--- src/rtl/cam_frame_writer_pkg.sv ---
// -----------------------------------------------------------------------------
// cam_frame_writer_pkg
//   Shared definitions for the camera capture path and the CNN blocks behind it
//   (window, conv, output buffer): default frame geometry, derived sizes and
//   the capture FSM state encoding.
//   No ports; imported with "import cam_frame_writer_pkg::*;".
// -----------------------------------------------------------------------------
package cam_frame_writer_pkg;

  // Camera frame as stored in the frame RAM.
  localparam int unsigned CAM_WIDTH  = 480;
  localparam int unsigned CAM_HEIGHT = 272;
  localparam int unsigned CAM_ADDR_W = 17;
  localparam int unsigned CAM_PIXELS = CAM_WIDTH * CAM_HEIGHT;

  // Geometry seen by the window / conv / output-buffer blocks. The conv
  // kernel is applied without padding, so the feature map shrinks by K-1.
  localparam int unsigned WIN_K      = 3;
  localparam int unsigned CONV_OUT_W = CAM_WIDTH - WIN_K + 1;
  localparam int unsigned CONV_OUT_H = CAM_HEIGHT - WIN_K + 1;
  localparam int unsigned OBUF_DEPTH = CONV_OUT_W * CONV_OUT_H;

  typedef enum logic [1:0] {
    ST_IDLE    = 2'd0,
    ST_WAIT_VS = 2'd1,
    ST_ACTIVE  = 2'd2,
    ST_DONE    = 2'd3
  } cam_state_e;

endpackage

--- src/rtl/cam_frame_writer_byte_pair.sv ---
// -----------------------------------------------------------------------------
// cam_byte_pair
//   Assembles two consecutive camera bytes into one RGB565 pixel. Holds the
//   byte phase and the first byte of the pair.
//   Ports:
//     i_clk, i_rst    clock, synchronous active-high reset
//     i_clear         drop phase and held byte (line end / frame start)
//     i_sample        a byte of the active line is present on i_byte
//     i_byte          camera byte
//     o_pix_vld       combinational: this sample completes a pixel
//     o_pix_data      combinational: assembled pixel, valid with o_pix_vld
//     o_phase         1 while a first byte is held (odd byte count so far)
// -----------------------------------------------------------------------------
module cam_byte_pair
  import cam_frame_writer_pkg::*;
#(
  parameter bit MSB_FIRST = 1'b1
) (
  input  logic        i_clk,
  input  logic        i_rst,
  input  logic        i_clear,
  input  logic        i_sample,
  input  logic [7:0]  i_byte,
  output logic        o_pix_vld,
  output logic [15:0] o_pix_data,
  output logic        o_phase
);

  logic       r_phase;
  logic [7:0] r_first;

  always_ff @(posedge i_clk) begin
    if (i_rst || i_clear) begin
      r_phase <= 1'b0;
      r_first <= 8'h00;
    end else if (i_sample) begin
      r_phase <= ~r_phase;
      if (!r_phase) begin
        r_first <= i_byte;
      end
    end
  end

  assign o_pix_vld  = i_sample && r_phase;
  assign o_pix_data = MSB_FIRST ? {r_first, i_byte} : {i_byte, r_first};
  assign o_phase    = r_phase;

endmodule

--- src/rtl/cam_frame_writer.sv ---
// -----------------------------------------------------------------------------
// cam_frame_writer
//   Captures one camera frame (8-bit bus, two bytes per RGB565 pixel) into a
//   frame RAM at address row*WIDTH+col. Capture starts only on a fresh
//   vsync high->low, so a frame already running at enable is skipped.
//   Ports:
//     iClk, iRst       clock, synchronous active-high reset
//     iCapEn           capture enable (level)
//     iPixEn           byte strobe; iVsync/iHref/iData sampled only when high
//     iVsync, iHref    frame blanking / line valid
//     iData            camera byte
//     oWrEn/oWrAddr/oWrData  registered frame-RAM write, one cycle per pixel
//     oFrameDone       one-cycle pulse at frame end
//     oBusy            high outside IDLE
//     oLineErr         sticky line-format error
//
//   state      | meaning
//   -----------+------------------------------------------------------------
//   ST_IDLE    | capture off, waiting for iCapEn on a strobed sample
//   ST_WAIT_VS | armed, waiting for vsync high->low to start a frame
//   ST_ACTIVE  | capturing lines until vsync rises
//   ST_DONE    | single cycle, pulses oFrameDone, re-arms or idles
// -----------------------------------------------------------------------------
module cam_frame_writer
  import cam_frame_writer_pkg::*;
#(
  parameter int unsigned WIDTH     = CAM_WIDTH,
  parameter int unsigned HEIGHT    = CAM_HEIGHT,
  parameter int unsigned ADDR_W    = CAM_ADDR_W,
  parameter bit          MSB_FIRST = 1'b1
) (
  input  logic              iClk,
  input  logic              iRst,
  input  logic              iCapEn,
  input  logic              iPixEn,
  input  logic              iVsync,
  input  logic              iHref,
  input  logic [7:0]        iData,
  output logic              oWrEn,
  output logic [ADDR_W-1:0] oWrAddr,
  output logic [15:0]       oWrData,
  output logic              oFrameDone,
  output logic              oBusy,
  output logic              oLineErr
);

  localparam int unsigned COL_W = $clog2(WIDTH + 1);
  localparam int unsigned ROW_W = $clog2(HEIGHT + 1);
  localparam logic [COL_W-1:0]  COL_END  = COL_W'(WIDTH);
  localparam logic [ROW_W-1:0]  ROW_END  = ROW_W'(HEIGHT);
  localparam logic [ADDR_W-1:0] ROW_STEP = ADDR_W'(WIDTH);

  cam_state_e r_state;
  cam_state_e w_state_nxt;

  logic              r_vs_q;
  logic              r_href_q;
  logic [COL_W-1:0]  r_col;
  logic [ROW_W-1:0]  r_row;
  logic [ADDR_W-1:0] r_row_base;
  logic              r_wr_en;
  logic [ADDR_W-1:0] r_wr_addr;
  logic [15:0]       r_wr_data;
  logic              r_line_err;

  logic        w_vs_rise;
  logic        w_vs_fall;
  logic        w_start;
  logic        w_act_smp;
  logic        w_byte_smp;
  logic        w_line_end;
  logic        w_col_ok;
  logic        w_row_ok;
  logic        w_pix_vld;
  logic [15:0] w_pix_data;
  logic        w_phase;
  logic        w_arm;

  // Edges are taken between consecutive strobed samples, not clock cycles.
  assign w_vs_rise = iPixEn &&  iVsync && !r_vs_q;
  assign w_vs_fall = iPixEn && !iVsync &&  r_vs_q;
  assign w_start   = (r_state == ST_WAIT_VS) && w_vs_fall;
  assign w_arm     = (r_state == ST_IDLE) && (w_state_nxt == ST_WAIT_VS);

  // The vsync-rise sample ends the frame; it carries no line data.
  assign w_act_smp  = (r_state == ST_ACTIVE) && iPixEn && !iVsync;
  assign w_byte_smp = w_act_smp && iHref;
  assign w_line_end = w_act_smp && !iHref && r_href_q;

  assign w_col_ok = (r_col < COL_END);
  assign w_row_ok = (r_row < ROW_END);

  cam_byte_pair #(
    .MSB_FIRST (MSB_FIRST)
  ) u_pair (
    .i_clk      (iClk),
    .i_rst      (iRst),
    .i_clear    (w_start || w_line_end),
    .i_sample   (w_byte_smp),
    .i_byte     (iData),
    .o_pix_vld  (w_pix_vld),
    .o_pix_data (w_pix_data),
    .o_phase    (w_phase)
  );

  always_ff @(posedge iClk) begin
    if (iRst) begin
      r_state <= ST_IDLE;
    end else begin
      r_state <= w_state_nxt;
    end
  end

  always_comb begin
    w_state_nxt = r_state;
    oBusy       = 1'b0;
    oFrameDone  = 1'b0;
    case (r_state)
      ST_IDLE: begin
        if (iPixEn && iCapEn) begin
          w_state_nxt = ST_WAIT_VS;
        end
      end
      ST_WAIT_VS: begin
        oBusy = 1'b1;
        if (w_vs_fall) begin
          w_state_nxt = ST_ACTIVE;
        end
      end
      ST_ACTIVE: begin
        // iCapEn is deliberately ignored here so a started frame completes.
        oBusy = 1'b1;
        if (w_vs_rise) begin
          w_state_nxt = ST_DONE;
        end
      end
      ST_DONE: begin
        oBusy       = 1'b1;
        oFrameDone  = 1'b1;
        w_state_nxt = iCapEn ? ST_WAIT_VS : ST_IDLE;
      end
      default: begin
        w_state_nxt = ST_IDLE;
      end
    endcase
  end

  always_ff @(posedge iClk) begin
    if (iRst) begin
      r_vs_q <= 1'b0;
    end else if (iPixEn) begin
      r_vs_q <= iVsync;
    end
  end

  always_ff @(posedge iClk) begin
    if (iRst || w_start) begin
      r_href_q <= 1'b0;
    end else if (w_act_smp) begin
      r_href_q <= iHref;
    end
  end

  // Row/row_base saturate at HEIGHT so row_base never runs past the frame;
  // col saturates at WIDTH so surplus pixels are flagged without wrapping.
  always_ff @(posedge iClk) begin
    if (iRst || w_start) begin
      r_col      <= '0;
      r_row      <= '0;
      r_row_base <= '0;
    end else if (w_line_end) begin
      r_col <= '0;
      if (w_row_ok) begin
        r_row      <= r_row + ROW_W'(1);
        r_row_base <= r_row_base + ROW_STEP;
      end
    end else if (w_pix_vld && w_col_ok) begin
      r_col <= r_col + COL_W'(1);
    end
  end

  always_ff @(posedge iClk) begin
    if (iRst) begin
      r_wr_en   <= 1'b0;
      r_wr_addr <= '0;
      r_wr_data <= 16'h0000;
    end else begin
      r_wr_en <= 1'b0;
      if (w_pix_vld && w_col_ok && w_row_ok) begin
        r_wr_en   <= 1'b1;
        r_wr_addr <= r_row_base + ADDR_W'(r_col);
        r_wr_data <= w_pix_data;
      end
    end
  end

  always_ff @(posedge iClk) begin
    if (iRst || w_arm) begin
      r_line_err <= 1'b0;
    end else if ((w_pix_vld && !w_col_ok) ||
                 (w_line_end && (w_phase || w_col_ok))) begin
      r_line_err <= 1'b1;
    end
  end

  assign oWrEn    = r_wr_en;
  assign oWrAddr  = r_wr_addr;
  assign oWrData  = r_wr_data;
  assign oLineErr = r_line_err;

endmodule

--- config.mk ---
export PLATFORM = sky130hd
export DESIGN_NAME = cam_frame_writer
export DESIGN_NICKNAME = d
export VERILOG_FILES = /design/src/rtl/cam_frame_writer_pkg.sv /design/src/rtl/cam_frame_writer_byte_pair.sv /design/src/rtl/cam_frame_writer.sv
export SDC_FILE = /design/constraint.sdc
export NUM_CORES = 1
export LEC_CHECK = 0
export BUFFER_PORTS_ARGS = -buffer_cell sky130_fd_sc_hd__buf_2
export CAP_MARGIN = 20
export CORE_MARGIN = 3
export CORE_UTILIZATION = 40
export DETAILED_ROUTE_END_ITERATION = 10
export PLACE_DENSITY_LB_ADDON = 0.1
export SYNTH_ARGS = -nofsm -noshare
export SYNTH_HDL_FRONTEND = slang
export SYNTH_SLANG_ARGS = --single-unit
--- constraint.sdc ---
create_clock -name iClk -period 3.75 [get_ports iClk]
set_input_delay 0.375 -clock iClk [delete_from_list [all_inputs] [get_ports iClk]]
set_output_delay 0.375 -clock iClk [all_outputs]
set_load 0.01 [all_outputs]
* Yosys cells after proc, flatten, opt, wreduce, memory -nomap -nowiden *
Cells that the tools add are included.

storage, ports and cells
  register bits after elaboration = 83
  output and inout bits = 37

cells by class
  multiplexer cells = 8
  bitwise gates (word level) = 1
  equal/unequal tests = 4
  add/sub/neg operators = 4
  $lt $le $gt $ge = 2
  reductions and logical operators = 32

operators with widths
  kind                                                                   count
  9-bit by 1-bit adder with 9-bit output, second input constant          2
  9-bit < comparator, second input constant                              2
  17-bit by 9-bit adder with 17-bit output                               1
  17-bit by 9-bit adder with 17-bit output, second input constant        1
  1-bit logical AND                                                      17
  2-bit case mux with 4 select lines                                     1
  1-bit logical OR                                                       6
  2-bit 2-to-1 mux                                                       3
  2-bit by 1-bit equality test with 1-bit output, second input constant  2
  2-bit equality test, second input constant                             2
  1-bit zero test                                                        4
  1-bit 2-to-1 mux                                                       4
  2-bit AND reduction                                                    2
  3-bit OR reduction                                                     1
  2-bit zero test                                                        1
  2-bit OR reduction                                                     1
  1-bit inverter                                                         1

* Depth between registers and ports, before layout *
Gate-level depths: netlist of the first run.

  word-level depth = 8
  depth in mapped cells = 7
  mapped depth without buffers = 6

* Cells and area by module *
Synthesis of the first run repeated with hierarchy kept, for this count alone.

second synthesis, totals
  cells, all modules = 420
  area, all modules = 3492.1 sq um

modules (own cells, without submodules)
  module            seq. area each (sq um)  times used  cells each  area each (sq um)
  cam_frame_writer  1381.3                  1           370         3095.5
  cam_byte_pair     180.2                   1           50          396.6

* Least setup slack after synthesis of the first run *
OpenSTA, ideal clock, no wires.

  path type = flip-flop to flip-flop
  start = register r_row[4]
  end = register r_row[6]
  stages on the path, launching flop included = 5
  slack = 1.882 ns
  arrival = 1.809 ns
  cell sequence = dfxtp_1 > o41a_1 > or4_4 > or4_1 > nand2_1

between the ends
  cells in the longest elaborated chain, start to end = 2
  elaborated cells on any way between the ends = 3
  classes of those cells = add/sub: 1; order compare: 1; reduce/logical: 1

ends and longest elaborated chain
  what                                  line                     source
  start, declared                       cam_frame_writer.sv:59   logic [ROW_W-1:0] r_row;
  start signal, assigned                cam_frame_writer.sv:174  r_row <= r_row + ROW_W'(1);
  9-bit < comparator                    cam_frame_writer.sv:91   assign w_row_ok = (r_row < ROW_END);
  2-bit AND reduction (no source line)  n/a

Parallel ways exist; a longest one is shown, timed or not.
A chain may end at the register's enable or synchronous reset.

* Worst setup path after layout of the first run *
  start = register r_row[4]
  end = register r_row_base[15]

between the ends
  cells in the longest elaborated chain, start to end = 2

ends and longest elaborated chain
  what                                  line                     source
  9-bit < comparator                    cam_frame_writer.sv:91
  2-bit AND reduction (no source line)  n/a
  end signal, assigned                  cam_frame_writer.sv:175  r_row_base <= r_row_base + ROW_STEP;
  end, declared                         cam_frame_writer.sv:60   logic [ADDR_W-1:0] r_row_base;

No other way between the ends.

==> reports/results.tsv, run 1 <==
stage	metric	value	unit
synth	Seq cells post-synth	78	
clock_network	Post-CTS Setup Bufs	0	
power_and_ir_drop	overall power	1.548	mW
finish	NumNets Final	471	
power_and_ir_drop	PD cells	382.4	mW/mm^2
floorplan	die area	0.009934	mm^2
floorplan	initial core utilization	41.87	%
clock_network	CTS tree	yes	
critical_path	crit path capture type	flip-flop	
synth	Top FF cell, synth	dfxtp_1	
critical_path	R2R Setup Slk	1260	ps
floorplan	Core ar.	0.008382	mm^2
finish	Inserted Diodes	0	
power_and_ir_drop	switching share of power	21.57	%
sta	relative slew slack	40.90	%
clock_network	Num CTS Buffers	9	
sta	clock skew	7.940	ps
grt	largest net degree at the start of global routing	40	
power_and_ir_drop	Internal Dissipation	1.214	mW
critical_path	Worst Path Required	4020	ps
synth	async set-reset flop share out of synthesis	0	%
floorplan	I/O pins	51	
clock_network	CTS resizes	0	
synth	largest area contributor in the netlist	dfxtp_1	
power_and_ir_drop	Clock power frac	44.0	%
critical_path	slowest CP cell	or4_1	
grt	initial antenna violation count	0	
power_and_ir_drop	P_sw	0.3340	mW
critical_path	crit path DAT	2760	ps
grt	global-route usage over all layers	18.20	%
sta	Final min period	2485	ps
drt	Max Used Layer	met4	
critical_path	crit path cell chain	o41ai_2, buf_4, nand3_1, or4_1, a21oi_1	
sta	Final Max Slew Viols	0	
synth	sequential area share after synthesis	44.49	%
drt	drc violations	0	
synth	synth warn	0	
sta	setup total negative slack	0	ps
clock_network	clock latency on the worst-skew pair	350	ps
sta	Final Worst Setup Slack	1265	ps
power_and_ir_drop	sequential power share	53.7	%
finish	Reg area	0.001562	mm^2
sta	Final Hold Fails	0	
sta	final setup violating endpoints	0	
synth	top cells by count, synth	78 x dfxtp_1, 53 x a21oi_1, 35 x o21ai_0	
grt	grt total ovfl	0	
clock_network	clock slew at reported path FFs	80	ps
clock_network	worst-case clock buffer depth	2	
grt	global-route wire length before repair	14810	um
finish	fill count	850	
sta	FMAX	402.3	MHz
clock_network	CTS Hold Bufs	0	
finish	post-layout util	48.31	%
sta	Worst Tran Pin Value	886.5	ps
synth	Post-synth EDFFs	0	
clock_network	CTS Sinks	78	
clock_network	H-tree levels	3	
outcome	status	completed	
synth	synthesized net count	433	
power_and_ir_drop	leakage power total	1.516	nW
drt	drt first pass iters	4	
drt	Routed met2 length	3986	um
drt	routed wire length	8738	um
finish	Area Overhead vs Synth	15.37	%
synth	synthesized netlist cell count	411	
drt	DRT iter0 DRCs	171	
sta	fin crit share	66.28	%
placed_design	input/output buffers	50	
sta	final hold slack	278.0	ps
placed_design	pre-CTS setup slack	1216	ps
finish	layout cells sized above 1	16.96	%
critical_path	critical path launch point type	flip-flop	
power_and_ir_drop	Comb power frac	2.4	%
critical_path	critical path type	flip-flop to flip-flop	
critical_path	delay of the slowest cell on the worst path	630	ps
drt	Via Count	3183	
sta	unrepaired setup endpoints after global routing	false	
drt	Via density	5.694	
synth	most frequent cell after synthesis	dfxtp_1	
placed_design	HPWL after DPL	5859	um
grt	vias in the first global route	3058	
floorplan	Die Height	99.67	um
hold_path	min-delay worst type	input pin to flip-flop	
synth	post-synthesis cell area	0.003510	mm^2
drt	metal3 WL	295	um
synth	Synth area leaders	dfxtp_1 44%, a21oi_1 7.6%, o21ai_0 5.0%	
run	max-cap viol count	0	
drt	Detail Route Antenna Nets	0	
floorplan	Die Span X	99.67	um
floorplan	Rows	33	
critical_path	CP Max Fanout	38	
finish	area of the multi-input gates	0.001821	mm^2
drt	Metal-1 WL	4402	um
drt	drt wl/cell	15.63	um
synth	Unique masters post-synth	44	
synth	Synth top area share	44.49	%
synth	Avg Cell Area, Syn	8.539	um^2
clock_network	CTS root buffer	clkbuf_8	
power_and_ir_drop	maximum vdd drop	198.1	uV
placed_design	Placer Congestion	0.7764	
per-stage QoR:
stage,cell area [um^2],instances
floorplan,3510,411
global placement,3820,542
detailed placement,3820,542
CTS,4034,558
global route,4049,559
finish,4049,559
path summary, 6_finish.rpt:
kind,depth (start not counted),endpoint,startpoint
worst min-delay path,3,u_pair.r_first[7]$_SDFFE_PP0P_,iData[7]
worst max-delay path,5,r_row_base[15]$_SDFFE_PP0P_,r_row[4]$_SDFFE_PP0P_
worst max register to register,5,r_row_base[15]$_SDFFE_PP0P_,r_row[4]$_SDFFE_PP0P_
worst min register to register,2,oWrAddr[9]$_SDFFE_PP0P_,oWrAddr[9]$_SDFFE_PP0P_
worst max-delay path: cells and delay by family, from the launching register on:
family,cells,cell delay [ps]
flip-flops,1,360
AND/OR/NAND/NOR,2,1100
AO/OA/AOI/OAI,2,510
buffers and inverters,1,430
power by group through the flow:
stage,logic [mW],clock network [mW],registers [mW]
2_1_floorplan,0.0197,0,0.850
3_3_place_gp,0.0368,0,0.850
3_5_place_dp,0.0368,0,0.851
4_1_cts,0.0368,0.703,0.831
5_1_grt,0.0413,0.735,0.831
6_report,0.0364,0.681,0.831
cell families after synthesis:
group	count (synthesis)	share of synthesized area (%)
DFF	78	44.49
AOI/OAI and AO/OA	124	20.78
and+or+nand+nor	140	20.96
muxes	10	2.852
xor gates and xnor gates	16	3.993
buffers and inverters	35	3.850
adders and majority gates	8	3.066
cells in the final DEF, fill, tap and decap left out, types with 2 or more instances in the layout:
master | synthesis | routed
or3_1 | 9 | 9
nand3_1 | 33 | 33
o41a_1 | 2 | 2
nor2b_1 | 2 | 2
nand2b_1 | 3 | 3
a21o_1 | 2 | 2
clkinv_2 | 0 | 2
buf_2 | 3 | 50
ha_1 | 7 | 7
o211ai_1 | 4 | 4
nand4_1 | 12 | 12
a21oi_1 | 53 | 53
buf_4 | 0 | 4
a211oi_1 | 7 | 7
and4_1 | 2 | 2
nand2_1 | 26 | 26
o31ai_1 | 7 | 7
a311oi_1 | 3 | 3
inv_1 | 7 | 7
dfxtp_1 | 78 | 78
mux2i_1 | 10 | 10
xor2_1 | 6 | 6
xnor2_1 | 10 | 10
or4_1 | 10 | 10
nor2_1 | 26 | 26
nor3_1 | 9 | 9
bufinv_16 | 0 | 2
clkbuf_8 | 0 | 9
o21ai_0 | 35 | 35
o21a_1 | 3 | 3
and4bb_2 | 2 | 2
final cells by class:
| cell class | count | share of cell area [%] |
|---|---|---|
| well taps | 105 | 3.245 |
| flip-flops and latches | 78 | 38.57 |
| clock buffers | 10 | 3.152 |
| clock inverters | 6 | 2.132 |
| inverters | 7 | 0.6489 |
| repair buffers | 55 | 7.293 |
| multi-input cells | 298 | 44.96 |
routing by layer:
| metal | vias to the layer above | global-route usage (%) |
|---|---|---|
| met1 | 1518 | 25.09 |
| met2 | 71 | 28.63 |
| met3 | 5 | 3.576 |
| li1 | 1589 | - |
| met5 | - | 0 |
| met4 | 0 | 5.777 |
sequential cells by signal (all words and copies together), names as in the netlist, 2 cells and up:
signal / flops
oWrAddr: 17
oWrData: 16
r_col: 9
r_row: 9
r_row_base: 12
r_state: 2
u_pair.r_first: 8
No activity file was read; power rests on OpenSTA's default activity.
==> inputs of run 2 (changes only) <==
ABC_AREA = 1   (was not set)
clock period = 2.6 ns   (was 3.75 ns; I/O delays follow)
==> run 2 against run 1 <==
  * Design area up 5.5%
  * Total power up 45%
  * Non-clock buffer count down 1
  * Worst hold slack worse by 180 ps
==> reports/results.tsv, run 2 <==
stage	metric	value	unit	change
drt	drc violations	0		unchanged
grt	grt total ovfl	0		unchanged
power_and_ir_drop	overall power	2.251	mW	was 1.548 mW
sta	setup total negative slack	0	ps	unchanged
finish	NumNets Final	613		was 471
outcome	status	completed		unchanged
sta	FMAX	476.8	MHz	was 402.3 MHz
finish	most frequent cells in the layout	141 x nand2_1, 90 x nor2_1, 78 x dfxtp_1		was 78 x dfxtp_1, 53 x a21oi_1, 50 x buf_2
sta	Worst Tran Pin Value	523.1	ps	was 886.5 ps
power_and_ir_drop	Internal Dissipation	1.750	mW	was 1.214 mW
synth	synth warn	0		unchanged
clock_network	CTS root buffer	clkbuf_8		unchanged
sta	final hold slack	99.53	ps	was 278.0 ps
power_and_ir_drop	Comb power frac	2.6	%	was 2.4%
drt	Detail Route Antenna Nets	0		unchanged
clock_network	H-tree levels	3		unchanged
finish	Inserted Diodes	0		unchanged
power_and_ir_drop	switching share of power	22.29	%	was 21.57%
sta	relative slew slack	65.09	%	was 40.90%
drt	drt wl/cell	12.50	um	was 15.63 um
sta	unrepaired setup endpoints after global routing	false		unchanged
synth	largest area contributor in the netlist	dfxtp_1		unchanged
critical_path	critical path type	flip-flop to flip-flop		unchanged
critical_path	crit path capture type	flip-flop		unchanged
synth	Synth area leaders	dfxtp_1 42%, nand2_1 14%, nor2_1 9.0%		was dfxtp_1 44%, a21oi_1 7.6%, o21ai_0 5.0%
critical_path	slowest CP cell	dfxtp_1		was or4_1
floorplan	Rows	34		was 33
power_and_ir_drop	PD cells	526.9	mW/mm^2	was 382.4 mW/mm^2
synth	Top FF cell, synth	dfxtp_1		unchanged
sta	Final Worst Setup Slack	502.6	ps	was 1265 ps
clock_network	worst-case clock buffer depth	2		unchanged
drt	DRT iter0 DRCs	128		was 171
synth	Avg Cell Area, Syn	6.885	um^2	was 8.539 um^2
finish	Area Overhead vs Synth	14.29	%	was 15.37%
floorplan	Die Span X	102.7	um	was 99.67 um
synth	sequential area share after synthesis	41.77	%	was 44.49%
critical_path	critical path launch point type	flip-flop		unchanged
finish	commonest non-fill, non-tap cell in the layout	nand2_1		was dfxtp_1
finish	layout cells sized above 1	13.45	%	was 16.96%
grt	vias in the first global route	3115		was 3058
sta	fin crit share	80.67	%	was 66.28%
clock_network	CTS Sinks	78		unchanged
run	max-cap viol count	0		unchanged
floorplan	initial core utilization	42.05	%	was 41.87%
synth	Seq cells post-synth	78		unchanged
floorplan	Die Height	102.7	um	was 99.67 um
power_and_ir_drop	Clock power frac	44.2	%	was 44.0%
critical_path	crit path cell chain	inv_2, nor2_1, nand2_1, nor2_4, nand3_4, inv_2, nand2_1, buf_12, nor2_1, nor2_1		was o41ai_2, buf_4, nand3_1, or4_1, a21oi_1
finish	non-filler cells in the finished layout	703		was 559
sta	clock skew	7.377	ps	was 7.940 ps
sta	final setup violating endpoints	0		unchanged
sta	Final Max Slew Viols	0		unchanged
critical_path	crit path DAT	2350	ps	was 2760 ps
drt	Via density	4.939		was 5.694
critical_path	Worst Path Required	2860	ps	was 4020 ps
sta	Final min period	2097	ps	was 2485 ps
critical_path	CP top delay family	simple AND/OR/NAND/NOR gates		unchanged
power_and_ir_drop	sequential power share	53.2	%	was 53.7%
clock_network	Num CTS Buffers	9		unchanged
sta	Final Hold Fails	0		unchanged
finish	max reg flops	17		unchanged
grt	largest net degree at the start of global routing	37		was 40
floorplan	die area	0.01054	mm^2	was 0.009934 mm^2
critical_path	delay of the slowest cell on the worst path	380	ps	was 630 ps
grt	global-route usage over all layers	17.36	%	was 18.20%
placed_design	Cells after DPL	688		was 542
critical_path	CP Max Fanout	21		was 38
clock_network	Post-CTS Setup Bufs	0		unchanged
drt	routed wire length	8788	um	was 8738 um
floorplan	I/O pins	51		unchanged
placed_design	HPWL after DPL	6210	um	was 5859 um
synth	most frequent cell after synthesis	nand2_1		was dfxtp_1
critical_path	CP Buf/Inv Count	3		was 1
clock_network	clock latency on the worst-skew pair	350	ps	about the same
clock_network	clock slew at reported path FFs	80	ps	about the same
grt	global-route wire length before repair	14410	um	was 14810 um
hold_path	min-delay worst type	input pin to flip-flop		unchanged
clock_network	CTS Hold Bufs	0		unchanged
clock_network	CTS resizes	0		unchanged
critical_path	most frequent CP cell	nor2_1		
synth	Post-synth EDFFs	0		unchanged
drt	drt first pass iters	4		unchanged
floorplan	Core ar.	0.008891	mm^2	was 0.008382 mm^2
synth	Unique masters post-synth	28		was 44
synth	async set-reset flop share out of synthesis	0	%	unchanged
power_and_ir_drop	P_sw	0.5018	mW	was 0.3340 mW
synth	Synth top area share	41.77	%	was 44.49%
synth	synthesized netlist cell count	543		was 411
power_and_ir_drop	maximum vdd drop	340.6	uV	was 198.1 uV
grt	initial antenna violation count	0		unchanged
placed_design	pre-CTS setup slack	475.3	ps	was 1216 ps
clock_network	CTS tree	yes		unchanged
synth	synthesized net count	565		was 433
drt	Via Count	3472		was 3183
placed_design	Placer Congestion	0.8562		was 0.7764
power_and_ir_drop	leakage power total	1.971	nW	was 1.516 nW
synth	top cells by count, synth	141 x nand2_1, 90 x nor2_1, 78 x dfxtp_1		was 78 x dfxtp_1, 53 x a21oi_1, 35 x o21ai_0
synth	post-synthesis cell area	0.003739	mm^2	was 0.003510 mm^2
placed_design	input/output buffers	50		unchanged
## run 2: cell count changes in the layout (fill, tap and decap cells not counted), sizes merged, moves of 9 or more
cell | previous run | this run
nor2 | 26 | 94
nand3 | 33 | 44
a21oi | 53 | 44
inv | 7 | 51
mux2i | 10 | 0
nand2 | 26 | 141
or4 | 11 | 0
or3 | 9 | 0
## run 2: worst paths after layout
check / from / end / slack [ps] / depth (start not counted)
worst max-delay path: r_state[1]$_SDFF_PP0_ / oWrData[8]$_SDFFE_PP0P_ / 500 / 10
worst min-delay path: iRst / r_state[0]$_SDFF_PP0_ / 100 / 2
worst max register to register: r_state[1]$_SDFF_PP0_ / oWrData[8]$_SDFFE_PP0P_ / 500 / 10
worst min register to register: u_pair.r_first[3]$_SDFFE_PP0P_ / u_pair.r_first[3]$_SDFFE_PP0P_ / 470 / 2
## run 2: metrics by stage
step                      instance area (um^2)  utilization [%]
final                                     4273            48.06
after global routing                      4273            48.06
after CTS                                 4273            48.06
after detailed placement                  4063            45.69
after global placement                    4063            45.69
after floorplan                           3739                -
## run 2: area by class of cell
class | count | area (um^2)
Clock inverter | 6 | 86.33
Inverter | 52 | 195.2
Timing Repair Buffer | 54 | 292.8
Clock buffer | 9 | 123.9
Fill cell | 928 | 4618
Sequential cell | 78 | 1562
Tap cell | 108 | 135.1
Multi-Input combinational cell | 396 | 1878
## run 2: power by group through the flow
stage	registers (mW)	clock network, mW	logic, mW
6_report	1.20	0.995	0.0581
5_1_grt	1.20	1.06	0.0659
4_1_cts	1.20	1.02	0.0585
3_5_place_dp	1.23	0	0.0583
3_3_place_gp	1.23	0	0.0579
2_1_floorplan	1.23	0	0.0309
## run 2: metal layers
metal,global-route usage (%),vias up,part of all wire [%],wire (um)
met5,0,-,0,0
met4,6.458,0,1.8,158
met3,3.789,16,4.5,395
met2,29.00,60,47,4103
met1,21.94,1565,47,4131
li1,-,1831,-,-
## run 2: cell families after synthesis
group	count (synthesis)	share of synthesized area [%]
buf+inv	69	7.998
compound gates	85	11.78
flops	78	41.77
xor+xnor	12	2.811
fa+ha+maj	8	2.878
simple gates	291	32.76
==> inputs of run 3 (changes only) <==
clock period = 2 ns   (was 2.6 ns; I/O delays follow)
==> run 3 against run 2 <==
  * Clock power up 9%
  * Die area unchanged
  * Worst setup slack worse by 270 ps
  * Sequential cell count unchanged
  * Global-route usage about the same
  * Worst hold slack worse by 57 ps
  * Critical path depth down 1
  * Core utilization up 0.24 points
  * Via count up 1.2%
  * First-iteration DRC count down 46%
  * Total power up 21%
  * Final cell count up 1.1%
  * Largest cell class unchanged
==> reports/results.tsv, run 3 (synthesized netlist as in run 2, its figures left out) <==
stage	metric	value	unit	change
critical_path	Worst R2R Start	r_state[0]$_SDFF_PP0_		was r_state[1]$_SDFF_PP0_
sta	final hold slack	42.66	ps	was 99.53 ps
sta	Worst Tran Pin Value	535.4	ps	was 523.1 ps
drt	drc violations	0		unchanged
sta	Final min period	1766	ps	was 2097 ps
power_and_ir_drop	sequential power share	57.4	%	was 53.2%
finish	commonest non-fill, non-tap cell in the layout	nand2_1		unchanged
run	max-cap viol count	0		unchanged
clock_network	clock latency on the worst-skew pair	350	ps	about the same
sta	Final Worst Setup Slack	233.5	ps	was 502.6 ps
hold_path	min-delay worst type	input pin to flip-flop		unchanged
clock_network	clock slew at reported path FFs	80	ps	about the same
floorplan	Die Span X	102.7	um	unchanged
critical_path	Worst R2R End	r_row_base[7]$_SDFFE_PP0P_		was oWrData[8]$_SDFFE_PP0P_
finish	max reg flops	17		unchanged
placed_design	pre-CTS setup slack	242.6	ps	was 475.3 ps
sta	clock skew	8.882	ps	was 7.377 ps
sta	unrepaired setup endpoints after global routing	false		unchanged
power_and_ir_drop	Internal Dissipation	2.042	mW	was 1.750 mW
drt	drt wl/cell	12.28	um	was 12.50 um
grt	global-route usage over all layers	17.31	%	was 17.36%
floorplan	initial core utilization	42.05	%	unchanged
finish	Area Overhead vs Synth	14.86	%	was 14.29%
clock_network	CTS Sinks	78		unchanged
power_and_ir_drop	Comb power frac	2.7	%	was 2.6%
critical_path	crit path capture type	flip-flop		unchanged
clock_network	Num CTS Buffers	9		unchanged
clock_network	CTS resizes	0		unchanged
critical_path	critical path type	flip-flop to flip-flop		unchanged
sta	Final Max Slew Viols	0		unchanged
power_and_ir_drop	leakage power total	1.986	nW	was 1.971 nW
floorplan	Die Height	102.7	um	unchanged
critical_path	Setup crit start	r_state[0]$_SDFF_PP0_		was r_state[1]$_SDFF_PP0_
power_and_ir_drop	PD cells	632.3	mW/mm^2	was 526.9 mW/mm^2
grt	initial antenna violation count	0		unchanged
grt	global-route wire length before repair	14600	um	was 14410 um
clock_network	CTS tree	yes		unchanged
clock_network	CTS root buffer	clkbuf_8		unchanged
drt	Via Count	3515		was 3472
sta	setup total negative slack	0	ps	unchanged
hold_path	Hold Path Sink	r_state[1]$_SDFF_PP0_		was r_state[0]$_SDFF_PP0_
critical_path	R2R Setup Slk	230	ps	was 500 ps
placed_design	HPWL after DPL	6336	um	was 6210 um
finish	fill count	919		was 928
hold_path	Hold Path Origin	iRst		unchanged
grt	grt total ovfl	0		unchanged
floorplan	Core ar.	0.008891	mm^2	unchanged
power_and_ir_drop	switching share of power	24.80	%	was 22.29%
placed_design	Placer Congestion	0.8471		was 0.8562
finish	Inserted Diodes	0		unchanged
drt	drt first pass iters	5		was 4
drt	Detail Route Antenna Nets	0		unchanged
sta	Final Hold Fails	0		unchanged
critical_path	crit path cell chain	inv_2, nand2_1, nor2_1, nand2_1, nor2_4, buf_4, nand2_1, o21ai_0, a21oi_1		was inv_2, nor2_1, nand2_1, nor2_4, nand3_4, inv_2, nand2_1, buf_12, nor2_1, nor2_1
floorplan	Rows	34		unchanged
critical_path	most frequent CP cell	nand2_1		was nor2_1
power_and_ir_drop	P_sw	0.6735	mW	was 0.5018 mW
sta	relative slew slack	64.27	%	was 65.09%
finish	NumNets Final	620		was 613
clock_network	H-tree levels	3		unchanged
clock_network	worst-case clock buffer depth	2		unchanged
power_and_ir_drop	Clock power frac	39.8	%	was 44.2%
floorplan	I/O pins	51		unchanged
finish	post-layout util	48.30	%	was 48.06%
critical_path	R2R depth	9		was 10
critical_path	slowest CP cell	dfxtp_1		unchanged
sta	FMAX	566.1	MHz	was 476.8 MHz
clock_network	CTS Hold Bufs	0		unchanged
hold_path	hold depth	2		unchanged
outcome	status	completed		unchanged
power_and_ir_drop	maximum vdd drop	348.7	uV	was 340.6 uV
placed_design	input/output buffers	50		unchanged
grt	largest net degree at the start of global routing	37		unchanged
critical_path	critical path launch point type	flip-flop		unchanged
sta	final setup violating endpoints	0		unchanged
critical_path	crit path DAT	2000	ps	was 2350 ps
drt	DRT iter0 DRCs	69		was 128
critical_path	CP Max Fanout	14		was 21
clock_network	Post-CTS Setup Bufs	0		unchanged
critical_path	Worst Path Required	2240	ps	was 2860 ps
grt	vias in the first global route	3115		unchanged
critical_path	delay of the slowest cell on the worst path	360	ps	was 380 ps
drt	Via density	4.944		was 4.939
sta	fin crit share	88.32	%	was 80.67%
floorplan	die area	0.01054	mm^2	unchanged
drt	routed wire length	8731	um	was 8788 um
finish	layout cells sized above 1	14.59	%	was 13.45%
finish	most frequent cells in the layout	141 x nand2_1, 90 x nor2_1, 78 x dfxtp_1		unchanged
[run 3: cell type report]
cell class / instances / area, um^2 / area share, %
clock buffers: 9 / 123.9 / 2.885
clock inverters: 7 / 55.05 / 1.282
multi-input cells: 396 / 1878 / 43.74
flip-flops and latches: 78 / 1562 / 36.36
repair buffers: 61 / 345.3 / 8.042
well taps: 108 / 135.1 / 3.147
inverters: 52 / 195.2 / 4.545
[run 3: how the worst max path moves through the flow]
stage	endpoint	slack, ps
floorplan	oWrAddr[13]$_SDFFE_PP0P_	430
global placement	oWrAddr[13]$_SDFFE_PP0P_	260
detailed placement	r_row_base[9]$_SDFFE_PP0P_	240
CTS	oWrAddr[13]$_SDFFE_PP0P_	230
global route	r_row_base[7]$_SDFFE_PP0P_	20
finish	r_row_base[7]$_SDFFE_PP0P_	230
[run 3: metrics by stage]
step / instances / total power [mW] / area [um^2]
after floorplan: 543 / 1.635 / 3739
after global placement: 695 / 1.670 / 4115
after detailed placement: 695 / 1.671 / 4115
after CTS: 711 / 2.755 / 4294
after global routing: 711 / 2.822 / 4294
final: 711 / 2.715 / 4294
[run 3: metal layers]
metal  routed length, um  vias to the layer above  share of wire (%)  track usage [%]
met4                  78                        0               0.89            4.339
li1                    -                     1852                  -                -
met1                4076                     1589                 47            22.47
met2                4163                       67                 48            28.75
met5                   0                        -                  0                0
met3                 413                        7                4.7            4.465
[run 3: power groups by stage]
stage	registers [mW]	clock network, mW	logic, mW
final	1.56	1.08	0.0746
after CTS	1.56	1.12	0.0757
after global placement	1.60	0	0.0752
after floorplan	1.59	0	0.0402
after detailed placement	1.60	0	0.0756
after global routing	1.56	1.18	0.0846
[run 3: worst max-delay path: cells and delay by family (launching register included)]
family	cells	cell delay, ps
buffers and inverters	2	340
and+or+nand+nor	5	750
AOI/OAI and AO/OA	2	200
DFF	1	360
